===== src/rtl/alu_mul_pkg.sv =====
// Shared types and constants for the shift-add multiplier controller and its ALU.
package alu_mul_pkg;

    localparam int unsigned DATA_W   = 16;
    localparam int unsigned PROD_W   = 2 * DATA_W;
    localparam int unsigned MUL_ITER = 16;
    localparam int unsigned CNT_W    = $clog2(MUL_ITER);
    localparam int unsigned SH_W     = $clog2(MUL_ITER + 1);

    localparam logic [2:0] ALU_OP_AND = 3'b000;
    localparam logic [2:0] ALU_OP_OR  = 3'b001;
    localparam logic [2:0] ALU_OP_ADD = 3'b010;
    localparam logic [2:0] ALU_OP_SUB = 3'b110;
    localparam logic [2:0] ALU_OP_SLT = 3'b111;

    typedef enum logic [1:0] {
        IDLE = 2'd0,
        RUN  = 2'd1,
        DONE = 2'd2
    } state_t;

endpackage


===== src/rtl/alu_mul_seq_if.sv =====
// Operand/result handshake bundle between the multiplier controller and its user.
interface alu_mul_seq_if;
    import alu_mul_pkg::*;

    logic              start_valid;
    logic              start_ready;
    logic [DATA_W-1:0] mcand;
    logic [DATA_W-1:0] mplier;
    logic              busy;
    logic              done_valid;
    logic              done_ready;
    logic [PROD_W-1:0] product;
    logic              hi_nz;

    modport master (
        output start_valid, mcand, mplier, done_ready,
        input  start_ready, busy, done_valid, product, hi_nz
    );

    modport slave (
        input  start_valid, mcand, mplier, done_ready,
        output start_ready, busy, done_valid, product, hi_nz
    );

endinterface


===== src/rtl/alu_mul_seq_yalu.sv =====
// Existing 16-bit datapath ALU (and/or/add/sub/slt) with zero flag.
module yAlu
    import alu_mul_pkg::*;
(
    input  logic [DATA_W-1:0] a,
    input  logic [DATA_W-1:0] b,
    input  logic [2:0]        op,
    output logic [DATA_W-1:0] z,
    output logic              zero
);

    always_comb begin
        z = '0;
        case (op)
            ALU_OP_AND: z = a & b;
            ALU_OP_OR:  z = a | b;
            ALU_OP_ADD: z = a + b;
            ALU_OP_SUB: z = a - b;
            ALU_OP_SLT: z = DATA_W'($signed(a) < $signed(b));
            default:    z = '0;
        endcase
    end

    assign zero = (z == '0);

endmodule


===== src/rtl/alu_mul_seq.sv =====
// 16x16 unsigned shift-add multiplier sequencing yAlu, one add per cycle.
// Optional macro ALU_MUL_EARLY_EXIT_EN: finish early once the remaining multiplier bits are zero.
module alu_mul_seq
    import alu_mul_pkg::*;
#(
    parameter int unsigned WIDTH = 16
) (
    input  logic          clk,
    input  logic          resetn,
    alu_mul_seq_if.slave  bus
);

    state_t               state;
    logic [WIDTH-1:0]     mc;
    logic [WIDTH-1:0]     hi;
    logic [WIDTH-1:0]     lo;
    logic [CNT_W-1:0]     count;

    logic [WIDTH-1:0]     sum;
    logic [2:0]           alu_op;
    logic                 alu_zero_unused;
    logic                 carry;
    logic                 last;
    logic [2*WIDTH-1:0]   step_hilo;
    logic [2*WIDTH-1:0]   next_hilo;

`ifdef ALU_MUL_EARLY_EXIT_EN
    logic [WIDTH-1:0]     remain_mask;
    logic [SH_W-1:0]      shamt;
    logic                 early;
`endif

    assign alu_op = ALU_OP_ADD;

    yAlu u_alu (
        .a    (hi),
        .b    (mc),
        .op   (alu_op),
        .z    (sum),
        .zero (alu_zero_unused)
    );

    // Iteration datapath: ALU sum is 16 bits, so the carry out is rebuilt from the operand/sum MSBs.
    always_comb begin
        carry     = (hi[WIDTH-1] & mc[WIDTH-1]) | ((hi[WIDTH-1] | mc[WIDTH-1]) & ~sum[WIDTH-1]);
        step_hilo = lo[0] ? {carry, sum, lo[WIDTH-1:1]} : {1'b0, hi, lo[WIDTH-1:1]};
        next_hilo = step_hilo;
        last      = (count == CNT_W'(MUL_ITER - 1));
`ifdef ALU_MUL_EARLY_EXIT_EN
        // Low (16 - count) bits of lo are the multiplier bits not yet consumed.
        remain_mask = {WIDTH{1'b1}} >> count;
        early       = ((lo & remain_mask) == '0);
        shamt       = SH_W'(MUL_ITER) - SH_W'(count);
        if (early) begin
            next_hilo = {hi, lo} >> shamt;
            last      = 1'b1;
        end
`endif
    end

    // Controller state, working registers and registered result.
    always_ff @(posedge clk or negedge resetn) begin
        if (!resetn) begin
            state       <= IDLE;
            mc          <= '0;
            hi          <= '0;
            lo          <= '0;
            count       <= '0;
            bus.product <= '0;
            bus.hi_nz   <= 1'b0;
        end else begin
            case (state)
                IDLE: begin
                    if (bus.start_valid) begin
                        mc    <= bus.mcand;
                        hi    <= '0;
                        lo    <= bus.mplier;
                        count <= '0;
                        state <= RUN;
                    end
                end
                RUN: begin
                    {hi, lo} <= next_hilo;
                    count    <= count + CNT_W'(1);
                    if (last) begin
                        count       <= '0;
                        bus.product <= next_hilo;
                        bus.hi_nz   <= (next_hilo[2*WIDTH-1:WIDTH] != '0);
                        state       <= DONE;
                    end
                end
                DONE: begin
                    if (bus.done_ready) begin
                        state <= IDLE;
                    end
                end
                default: state <= IDLE;
            endcase
        end
    end

    assign bus.start_ready = (state == IDLE);
    assign bus.busy        = (state == RUN);
    assign bus.done_valid  = (state == DONE);

endmodule


===== src/flat_wrapper.sv =====
// flat-port wrapper written by rule: the top's interface ports become plain ports
module alu_mul_seq_flat import alu_mul_pkg::*;
#(
    parameter int unsigned WIDTH = 16
)
  (clk, resetn, bus_start_valid, bus_mcand, bus_mplier, bus_done_ready, bus_start_ready, bus_busy, bus_done_valid, bus_product, bus_hi_nz);
  alu_mul_seq_if bus_i ();
  input  logic clk;
  input  logic resetn;
  input wire logic [$bits(bus_i.start_valid)-1:0] bus_start_valid;
  input wire logic [$bits(bus_i.mcand)-1:0] bus_mcand;
  input wire logic [$bits(bus_i.mplier)-1:0] bus_mplier;
  input wire logic [$bits(bus_i.done_ready)-1:0] bus_done_ready;
  output wire logic [$bits(bus_i.start_ready)-1:0] bus_start_ready;
  output wire logic [$bits(bus_i.busy)-1:0] bus_busy;
  output wire logic [$bits(bus_i.done_valid)-1:0] bus_done_valid;
  output wire logic [$bits(bus_i.product)-1:0] bus_product;
  output wire logic [$bits(bus_i.hi_nz)-1:0] bus_hi_nz;
  assign bus_i.start_valid = bus_start_valid;
  assign bus_i.mcand = bus_mcand;
  assign bus_i.mplier = bus_mplier;
  assign bus_i.done_ready = bus_done_ready;
  assign bus_start_ready = bus_i.start_ready;
  assign bus_busy = bus_i.busy;
  assign bus_done_valid = bus_i.done_valid;
  assign bus_product = bus_i.product;
  assign bus_hi_nz = bus_i.hi_nz;
  alu_mul_seq #(.WIDTH(WIDTH)) u_core (.clk(clk), .resetn(resetn), .bus(bus_i));
endmodule

===== config.mk =====
export PLATFORM = sky130hd
export DESIGN_NAME = alu_mul_seq_flat
export DESIGN_NICKNAME = d
export VERILOG_FILES = /design/src/rtl/alu_mul_pkg.sv /design/src/rtl/alu_mul_seq_if.sv /design/src/rtl/alu_mul_seq_yalu.sv /design/src/rtl/alu_mul_seq.sv /design/src/flat_wrapper.sv
export SDC_FILE = /design/constraint.sdc
export NUM_CORES = 1
export LEC_CHECK = 0
export CAP_MARGIN = 25
export CORE_ASPECT_RATIO = 1.75
export CORE_MARGIN = 2
export CORE_UTILIZATION = 30
export CTS_CLUSTER_DIAMETER = 40
export DETAILED_ROUTE_END_ITERATION = 12
export PLACE_DENSITY = 0.62
export SKIP_CTS_REPAIR_TIMING = 1
export SLEW_MARGIN = 20
export SYNTH_ARGS = -nofsm -noshare
export SYNTH_HDL_FRONTEND = slang
export SYNTH_SLANG_ARGS = --single-unit

===== constraint.sdc =====
create_clock -name clk -period 4.4 [get_ports clk]
set_input_delay 0.66 -clock clk [delete_from_list [all_inputs] [get_ports clk]]
set_output_delay 0.66 -clock clk [all_outputs]
set_load 0.05 [all_outputs]

* Word-level counts from Yosys, hierarchy flattened
Index checks and enable logic that the tools add are counted.
** Word-level totals
- ROM bits :: 0
- Output and inout bits :: 36
- Memories :: 0
- RAM bits :: 0
- Logic and storage cells :: 39
- Flip-flop bits (word level) :: 87
- Bits in latches :: 0
- Input bits :: 36
** Cells by class
- Reduce and logical (&&, ||, !) cells :: 7
- Shift operators :: 0
- Div/mod/pow operators :: 0
- $add $sub $neg :: 2
- Bitwise logic cells :: 5
- Mux-type cells :: 12
- Equal/unequal tests :: 6
- Magnitude comparators :: 0
- Multiply operators :: 0
** Operator list (count)
- 16-bit one-hot mux with 2 select lines :: 2
- 16-bit 2-to-1 mux :: 2
- 32-bit 2-to-1 mux :: 1
- 16-bit adder :: 1
- 16-bit nonzero test :: 1
- 4-bit 2-to-1 mux :: 2
- 4-bit one-hot mux with 2 select lines :: 1
- 2-bit 2-to-1 mux :: 3
- 2-bit one-hot mux with 3 select lines :: 1
- 2-bit AND reduction :: 3
- 4-bit by 1-bit adder with 4-bit output, second input constant :: 1
- 4-bit == test, second input constant :: 1
- 2-bit != test, second input constant :: 2
- 3-bit AND reduction :: 1
- 1-bit AND :: 2
- 2-bit by 1-bit == test with 1-bit output, second input constant :: 1
- 2-bit == test, second input constant :: 1
- 2-bit zero test :: 1
- 2-bit by 1-bit != test with 1-bit output, second input constant :: 1
- 1-bit OR :: 2
- 2-bit nonzero test :: 1
- 1-bit NOT :: 1

* Depth between registers and ports, before layout
Gate-level depths: netlist of the first run.
- Word-level depth :: 6
- Depth in mapped cells :: 14

* By module
A second synthesis of the first run with hierarchy kept.
** Unflattened totals
- Cell total of the unflattened synthesis :: 704
- Area total of the unflattened synthesis :: 6147.1 sq um
** Modules (own cells, without submodules)
- alu_mul_seq :: times used 1, area an instance 3733.6 sq um, cells an instance 349
- yAlu :: times used 1, area an instance 2413.6 sq um, cells an instance 355

* Worst setup path before layout of the first run
OpenSTA, ideal clock, no wires.
- Path kind :: reg-to-reg
- Start point :: register u_core.hi[3]
- End point :: register u_core.bus.hi_nz
- Arrival time :: 3.336 ns
- Path buffers :: 0
- Period minus slack after synthesis :: 3.473 ns
- Cell stages (with the launch flop) :: 15
- Library setup time :: 0.137 ns
- Path slack :: 0.927 ns
- Cell sequence :: dfrtp_1 -> ha_1 -> or3_1 -> a21oi_2 -> o211ai_1 -> a31oi_1 -> o21bai_1 -> a21o_1 -> fa_1 -> nor4_1 -> o211ai_1 -> a2111oi_0 -> nand4_1 -> nor4_1 -> a31oi_1
** On the way
- Cells in the longest elaborated chain, start to end :: 6
** RTL lines
- from (decl) :: RTL line alu_mul_seq.sv:15 : logic [WIDTH-1:0] hi;
- from (signal assigned) :: RTL line alu_mul_seq.sv:83 : {hi, lo} <= next_hilo;
- 16-bit adder :: RTL line alu_mul_seq_yalu.sv:17 : ALU_OP_ADD: z = a + b;
- 1-bit NOT :: RTL line alu_mul_seq.sv:45 : carry = (hi[WIDTH-1] & mc[WIDTH-1]) | ((hi[WIDTH-1] | mc[WIDTH-1]) & ~sum[WIDTH-1]);
- 1-bit AND :: RTL line alu_mul_seq.sv:45
- 1-bit OR :: RTL line alu_mul_seq.sv:45
- 32-bit 2-to-1 mux (*) :: RTL line alu_mul_seq.sv:46 : step_hilo = lo[0] ? {carry, sum, lo[WIDTH-1:1]} : {1'b0, hi, lo[WIDTH-1:1]};
- 16-bit nonzero test (*) :: RTL line alu_mul_seq.sv:88 : bus.hi_nz <= (next_hilo[2*WIDTH-1:WIDTH] != '0);
- to (signal assigned) :: RTL line alu_mul_seq.sv:88
- to (decl) :: RTL line alu_mul_seq_if.sv:22 : output start_ready, busy, done_valid, product, hi_nz
Mark *: on every way between the ends. The rest lies on a longest branch, timed or not.
A chain may end at the register's enable or synchronous reset.

* Worst setup path in the final report of the first run
Ends and elaborated chain as after synthesis.

==> impl_metrics.tcl, run 1 <==
set metrics [dict create \
    start_util_pct 30.6 \
    synth-edff-count 0 \
    cp.arrival_ps 4230 \
    finalPower_w 0.00475 \
    yosys_warnings 0 \
    layout_commonest_cell "nand2_1" \
    synth_top_area_share_pct 47.9 \
    worst_slew_pin_slew_ps 900 \
    vdd_drop_max_uv 318 \
    place_area_um2 5430 \
    cts_root_buf "clkbuf_16" \
    final_cell_mix "107 x nand2_1, 87 x dfrtp_1, 70 x clkdlybuf4s50_1" \
    drive_gt1_share_pct 10.1 \
    crit_slowest_cell "fa_1" \
    clk_pin_slew_ps 70 \
    synth-seq-cells 87 \
    cp_slowest_stage_delay_ps 450 \
    grt_max_degree 57 \
    critPathRequiredTime_ps 4600 \
    maxSlewViolCount 0 \
    grt_pass1_vias 3965 \
    routedWlPerCell_um 16.3 \
    die_w_um 97.1 \
    drt-total-wl_mm 11.8 \
    finalHoldViolCount 0 \
    synth.yosys.seq_area_share_pct 47.9 \
    cp-endpoint "u_core.bus.hi_nz" \
    clkLatencyLatePin_ps 340 \
    cap_violations 0 \
    io_pins 72 \
    ys_async_sr_fraction_pct 100 \
    rsz0062_at_grt "no" \
    n_antenna_cell 0 \
    io_buffers 71 \
    syn-num-nets 528 \
    end_kind "register" \
    grt-ovfl-total 0 \
    clock_sinks 87 \
    initialDrtViolationCount 163 \
    place.gp.congestion 0.921 \
    drc 0 \
    rows 59 \
    synth_area_leader_cell "dfrtp_1" \
    holdCritPathClass "in2async" \
    hpwl_mm 8.55 \
    fin_tns_setup_ps 0 \
    cts_buffers 9 \
    path_cells "ha_1 -> or3_1 -> a21oi_2 -> o211ai_1 -> a31oi_1 -> o21bai_1 -> a21o_1 -> fa_1 -> nor4_1 -> o211ai_1 -> a2111oi_1 -> nand4_1 -> nor4_1 -> a31oi_1" \
    viasPerCell 5.08 \
    fin_skew_ps 5.81 \
    cts_max_level 3 \
    synth_area_leaders "dfrtp_1 48%, nand2_1 8.8%, mux2i_1 4.8%" \
    clock_path_buffers 2 \
    antenna_found_initial 0 \
    leakagePower_nw 2.49 \
    grt_pass1_wl_mm 20.0 \
    rrSetupSlack_ps 370 \
    synth_cell_types 61 \
    nNetsFinal 591 \
    seq_area_um2 2180 \
    min_period_over_period_pct 91.5 \
    fmax_mhz 248 \
    dieHeight_um 167 \
    syn2layout_area_growth_pct 26.0 \
    finalSetupViolCount 0 \
    path_class "reg2reg" \
    status "finished clean" \
    stdcell_area_um2 5730 \
    crit_fanout 6 \
    cts_tree "yes" \
    startpoint "u_core.hi[3]" \
    avgSynthCellArea_um2 9.59 \
    synthCells 474 \
    fillers 1482 \
    power_density_nw_per_um2 829 \
    ant_nets 0 \
    ys.flop_type "dfrtp_1" \
    r2r_cells 14 \
    reg2reg_to "u_core.bus.hi_nz" \
    drt_first_pass_iters 4 \
    reg2reg_from "u_core.hi[3]" \
    via_count 3680 \
    grt_use_total_pct 15.2 \
    coreArea_um2 14800 \
    fin_crit_ps 4030 \
    dieArea_um2 16200 \
    multiInputGateArea_um2 2220 \
    syn_area_um2 4550 \
    slew_headroom_pct 40.0 \
    cp-start-kind "register" \
]
==> per-layer routing <==
layer | global-route usage (%) | part of all wire [%]
met5 | 0 | 0
met4 | 6.00 | 2.6
met3 | 2.94 | 3.6
met2 | 28.1 | 54
met1 | 16.9 | 40
==> critical path: cells and delay by family, from the launching register on <==
kind	cells	cell delay, ps
fa+ha+maj	2	740
flops	1	410
simple gates	4	1170
compound gates	8	1580
==> cell families (layout without fill, tap and decap cells) <==
logic type / after synthesis / count (layout) / share of synthesized area (%)
compound gates: 119 / 119 / 17.2
xor+xnor: 2 / 2 / 0.385
fa+ha+maj: 18 / 18 / 5.28
buf+inv: 39 / 107 / 3.38
flops: 87 / 87 / 47.9
mux: 37 / 37 / 8.56
simple gates: 172 / 172 / 17.3
==> final cells by class <==
type | instances | area share, %
multi-input combinational | 348 | 38.7
sequential | 87 | 38.0
timing repair buffer | 77 | 13.1
tap | 183 | 4.00
clock buffer | 9 | 3.93
clock inverter | 7 | 1.27
inverter | 14 | 0.917
==> Yosys cell counts (all sizes together), types with 2 or more instances <==
library cell  number
clkbuf            17
nand2            107
a2111oi            2
nand3b             2
nor2              19
inv               14
xnor2              2
nor4               2
a311oi             3
nor3               2
a21oi             14
or2                3
a211oi             3
o31ai              5
and3               2
nor2b              8
a211o              2
o21ai             46
fa                 2
or3                5
mux2i             22
mux2              15
dfrtp             87
nand3              4
a21o               5
or4                2
nand4              3
o21a               3
o22ai             15
o211ai             6
a31oi              6
nand2b             4
and2               3
nor3b              3
ha                16
buf                8
==> flip-flops by register name, indices dropped and copies added (netlist names) <==
name	cells
u_core.bus.hi_nz	1
u_core.bus.product	32
u_core.count	4
u_core.hi	16
u_core.lo	16
u_core.mc	16
u_core.state	2
==> where the power goes <==
group	internal, W	switching (W)	total (W)
sequential	0.00114	0.000254	0.00139
combinational	0.000994	0.00159	0.00258
clock	0.000441	0.000331	0.000772
total	0.00257	0.00217	0.00475
==> how the worst min path moves through the flow <==
stage | startpoint | cells after the start | endpoint
5_1_grt | resetn | 1 | u_core.mc[11]
3_3_place_gp | u_core.bus.product[8] | 2 | u_core.bus.product[8]
6_report | resetn | 1 | u_core.bus.product[4]
2_1_floorplan | resetn | 0 | u_core.bus.hi_nz
3_5_place_dp | u_core.bus.product[1] | 2 | u_core.bus.product[1]
4_1_cts | resetn | 1 | u_core.bus.product[2]
==> stage by stage <==
| stage | hold slack, ps | std cells | util [%] | setup WS (ps) |
|---|---|---|---|---|
| 3_3_place_gp | 460 | 709 | 36.6 | 582 |
| 6_report | 368 | 725 | 38.6 | 373 |
| 2_1_floorplan | 364 | 474 | - | 927 |
| 5_1_grt | 457 | 725 | 38.6 | 89.4 |
| 4_1_cts | 407 | 725 | 38.6 | 326 |
| 3_5_place_dp | 462 | 709 | 36.6 | 360 |
Power figures use the tool's default switching activity.
==> inputs of run 2 (changes only) <==
--- a/config.mk
+++ b/config.mk
@@ -13,7 +13,6 @@
 export DETAILED_ROUTE_END_ITERATION = 12
 export PLACE_DENSITY = 0.62
 export SKIP_CTS_REPAIR_TIMING = 1
-export SLEW_MARGIN = 20
 export SYNTH_ARGS = -nofsm -noshare
 export SYNTH_HDL_FRONTEND = slang
 export SYNTH_SLANG_ARGS = --single-unit
==> results of run 2 <==
Final layout, timing and power as in run 1 (identical DEF).
==> inputs of run 3 (changes only) <==
--- a/config.mk
+++ b/config.mk
@@ -6,12 +6,14 @@
 export NUM_CORES = 1
 export LEC_CHECK = 0
 export CAP_MARGIN = 25
+export CELL_PAD_IN_SITES_DETAIL_PLACEMENT = 1
+export CELL_PAD_IN_SITES_GLOBAL_PLACEMENT = 2
 export CORE_ASPECT_RATIO = 1.75
 export CORE_MARGIN = 2
 export CORE_UTILIZATION = 30
 export CTS_CLUSTER_DIAMETER = 40
 export DETAILED_ROUTE_END_ITERATION = 12
-export PLACE_DENSITY = 0.62
+export PLACE_DENSITY = 0.85
 export SKIP_CTS_REPAIR_TIMING = 1
 export SYNTH_ARGS = -nofsm -noshare
 export SYNTH_HDL_FRONTEND = slang
==> impl_metrics.tcl, run 3 (synthesized netlist as in run 1, its figures left out) <==
set metrics [dict create \
    drive_gt1_share_pct 10.3 \
    layout_commonest_cell "nand2_1" \
    power_density_nw_per_um2 836 \
    dp_cells 711 \
    slew_headroom_pct 40.0 \
    clock_path_buffers 2 \
    finalSetupViolCount 0 \
    clk_pin_slew_ps 60 \
    cp.arrival_ps 4130 \
    p_seq_share_pct 28.9 \
    cts_root_buf "clkbuf_16" \
    fmax_mhz 255 \
    die_w_um 97.1 \
    fin_skew_ps 5.78 \
    cts_buffers 9 \
    cp-start-kind "register" \
    maxSlewViolCount 0 \
    syn2layout_area_growth_pct 26.5 \
    p_sw_share_pct 45.8 \
    critPathRequiredTime_ps 4610 \
    crit_slowest_cell "fa_1" \
    n_antenna_cell 0 \
    grt_max_degree 58 \
    power.internal_w 0.00261 \
    cts_max_level 3 \
    drt-total-wl_mm 12.4 \
    io_buffers 71 \
    initialDrtViolationCount 120 \
    min_period_over_period_pct 89.2 \
    vdd_drop_max_uv 409 \
    finalHoldViolCount 0 \
    final_cell_mix "107 x nand2_1, 87 x dfrtp_1, 70 x clkdlybuf4s50_1" \
    path_cells "ha_1 -> a211o_1 -> a21oi_2 -> o211ai_1 -> a31oi_1 -> o21bai_1 -> a21o_1 -> fa_1 -> nor4_1 -> o211ai_1 -> a2111oi_0 -> nand4_1 -> nor4_1 -> a31oi_1" \
    status "finished clean" \
    rows 59 \
    grt_pass1_wl_mm 21.0 \
    cp_slowest_stage_delay_ps 460 \
    coreArea_um2 14800 \
    grt_use_total_pct 16.0 \
    leakagePower_nw 2.50 \
    nNetsFinal 593 \
    cts_tree "yes" \
    clkPwrFrac_pct 16.5 \
    dieArea_um2 16200 \
    combPwrFrac_pct 54.6 \
    crit_fanout 5 \
    clock_sinks 87 \
    largest_register_ffs 32 \
    routedWlPerCell_um 17.1 \
    start_util_pct 30.6 \
    path_buf_inv 0 \
    crit_family "compound AO/OA/AOI/OAI gates" \
    holdCritPathClass "in2async" \
    rsz0062_at_grt "no" \
    drc 0 \
    viasPerCell 5.15 \
    switchingPower_w 0.00220 \
    end_kind "register" \
    grt_pass1_vias 4234 \
    grt-ovfl-total 0 \
    antenna_found_initial 0 \
    worst_slew_pin_slew_ps 900 \
    regMostFlops "u_core.bus.product" \
    path_class "reg2reg" \
    ant_nets 0 \
    via_count 3739 \
    place.gp.congestion 0.857 \
    dieHeight_um 167 \
    fin_tns_setup_ps 0 \
    clkLatencyLatePin_ps 340 \
    drt_first_pass_iters 4 \
    fin_crit_ps 3920 \
    io_pins 72 \
    cap_violations 0 \
    hpwl_mm 9.19 \
    fin_cells 726 \
]
[run 3: changes by cell type in the layout (fill, tap and decap cells not counted)]
cell / before / now
buf_4: 7 / 9
clkbuf_8: 0 / 2
clkinv_2: 2 / 0
a2111oi_0: 0 / 1
a2111oi_1: 1 / 0
clkinv_4: 1 / 2
clkinvlp_4: 2 / 1
inv_6: 1 / 0
[run 3: stage by stage]
stage | utilization, % | setup slack [ps] | hold slack (ps) | power (W) | instance area [um2]
after global placement | 36.7 | 576 | 462 | 0.00396 | 5440
after global routing | 38.8 | 96.4 | 432 | 0.00516 | 5750
final | 38.8 | 476 | 376 | 0.00481 | 5750
after floorplan | - | 927 | 364 | 0.00324 | 4550
after detailed placement | 36.7 | 427 | 468 | 0.00404 | 5440
after CTS | 38.8 | 405 | 413 | 0.00486 | 5750
[run 3: power by group through the flow]
stage                     sequential (W)  combinational, W  clock [W]
after global routing             0.00144           0.00288   0.000843
after global placement           0.00139           0.00257          0
after detailed placement         0.00141           0.00263          0
final                            0.00139           0.00263   0.000794
after CTS                        0.00140           0.00265   0.000815
after floorplan                  0.00172           0.00152          0
[run 3: metal layers]
metal / up-vias / GRT usage, % / share of wire [%]
met5: - / 0 / 0
met4: 0 / 6.25 / 2.3
met3: 18 / 3.52 / 3.5
met2: 60 / 30.6 / 56
met1: 1865 / 16.5 / 38
li1: 1796 / - / -
[run 3: path summary, 6_finish.rpt]
check | from | depth (start not counted) | to | slack [ps]
setup / recovery | u_core.hi[1] | 14 | u_core.bus.hi_nz | 480
hold / removal | resetn | 1 | u_core.bus.product[3] | 380
setup reg to reg | u_core.hi[1] | 14 | u_core.bus.hi_nz | 480
hold reg to reg | u_core.bus.product[3] | 2 | u_core.bus.product[3] | 480
max in group asynchronous | resetn | 2 | u_core.bus.product[16] | 3110
min in group clk | u_core.bus.product[3] | 2 | u_core.bus.product[3] | 480
[run 3: layout make-up]
cell class | instances | area, um2
fill | 1661 | 9090
multi-input combinational | 348 | 2220
sequential | 87 | 2180
timing repair buffer | 79 | 768
clock buffer | 11 | 253
tap | 183 | 229
clock inverter | 4 | 55.1
inverter | 14 | 52.6
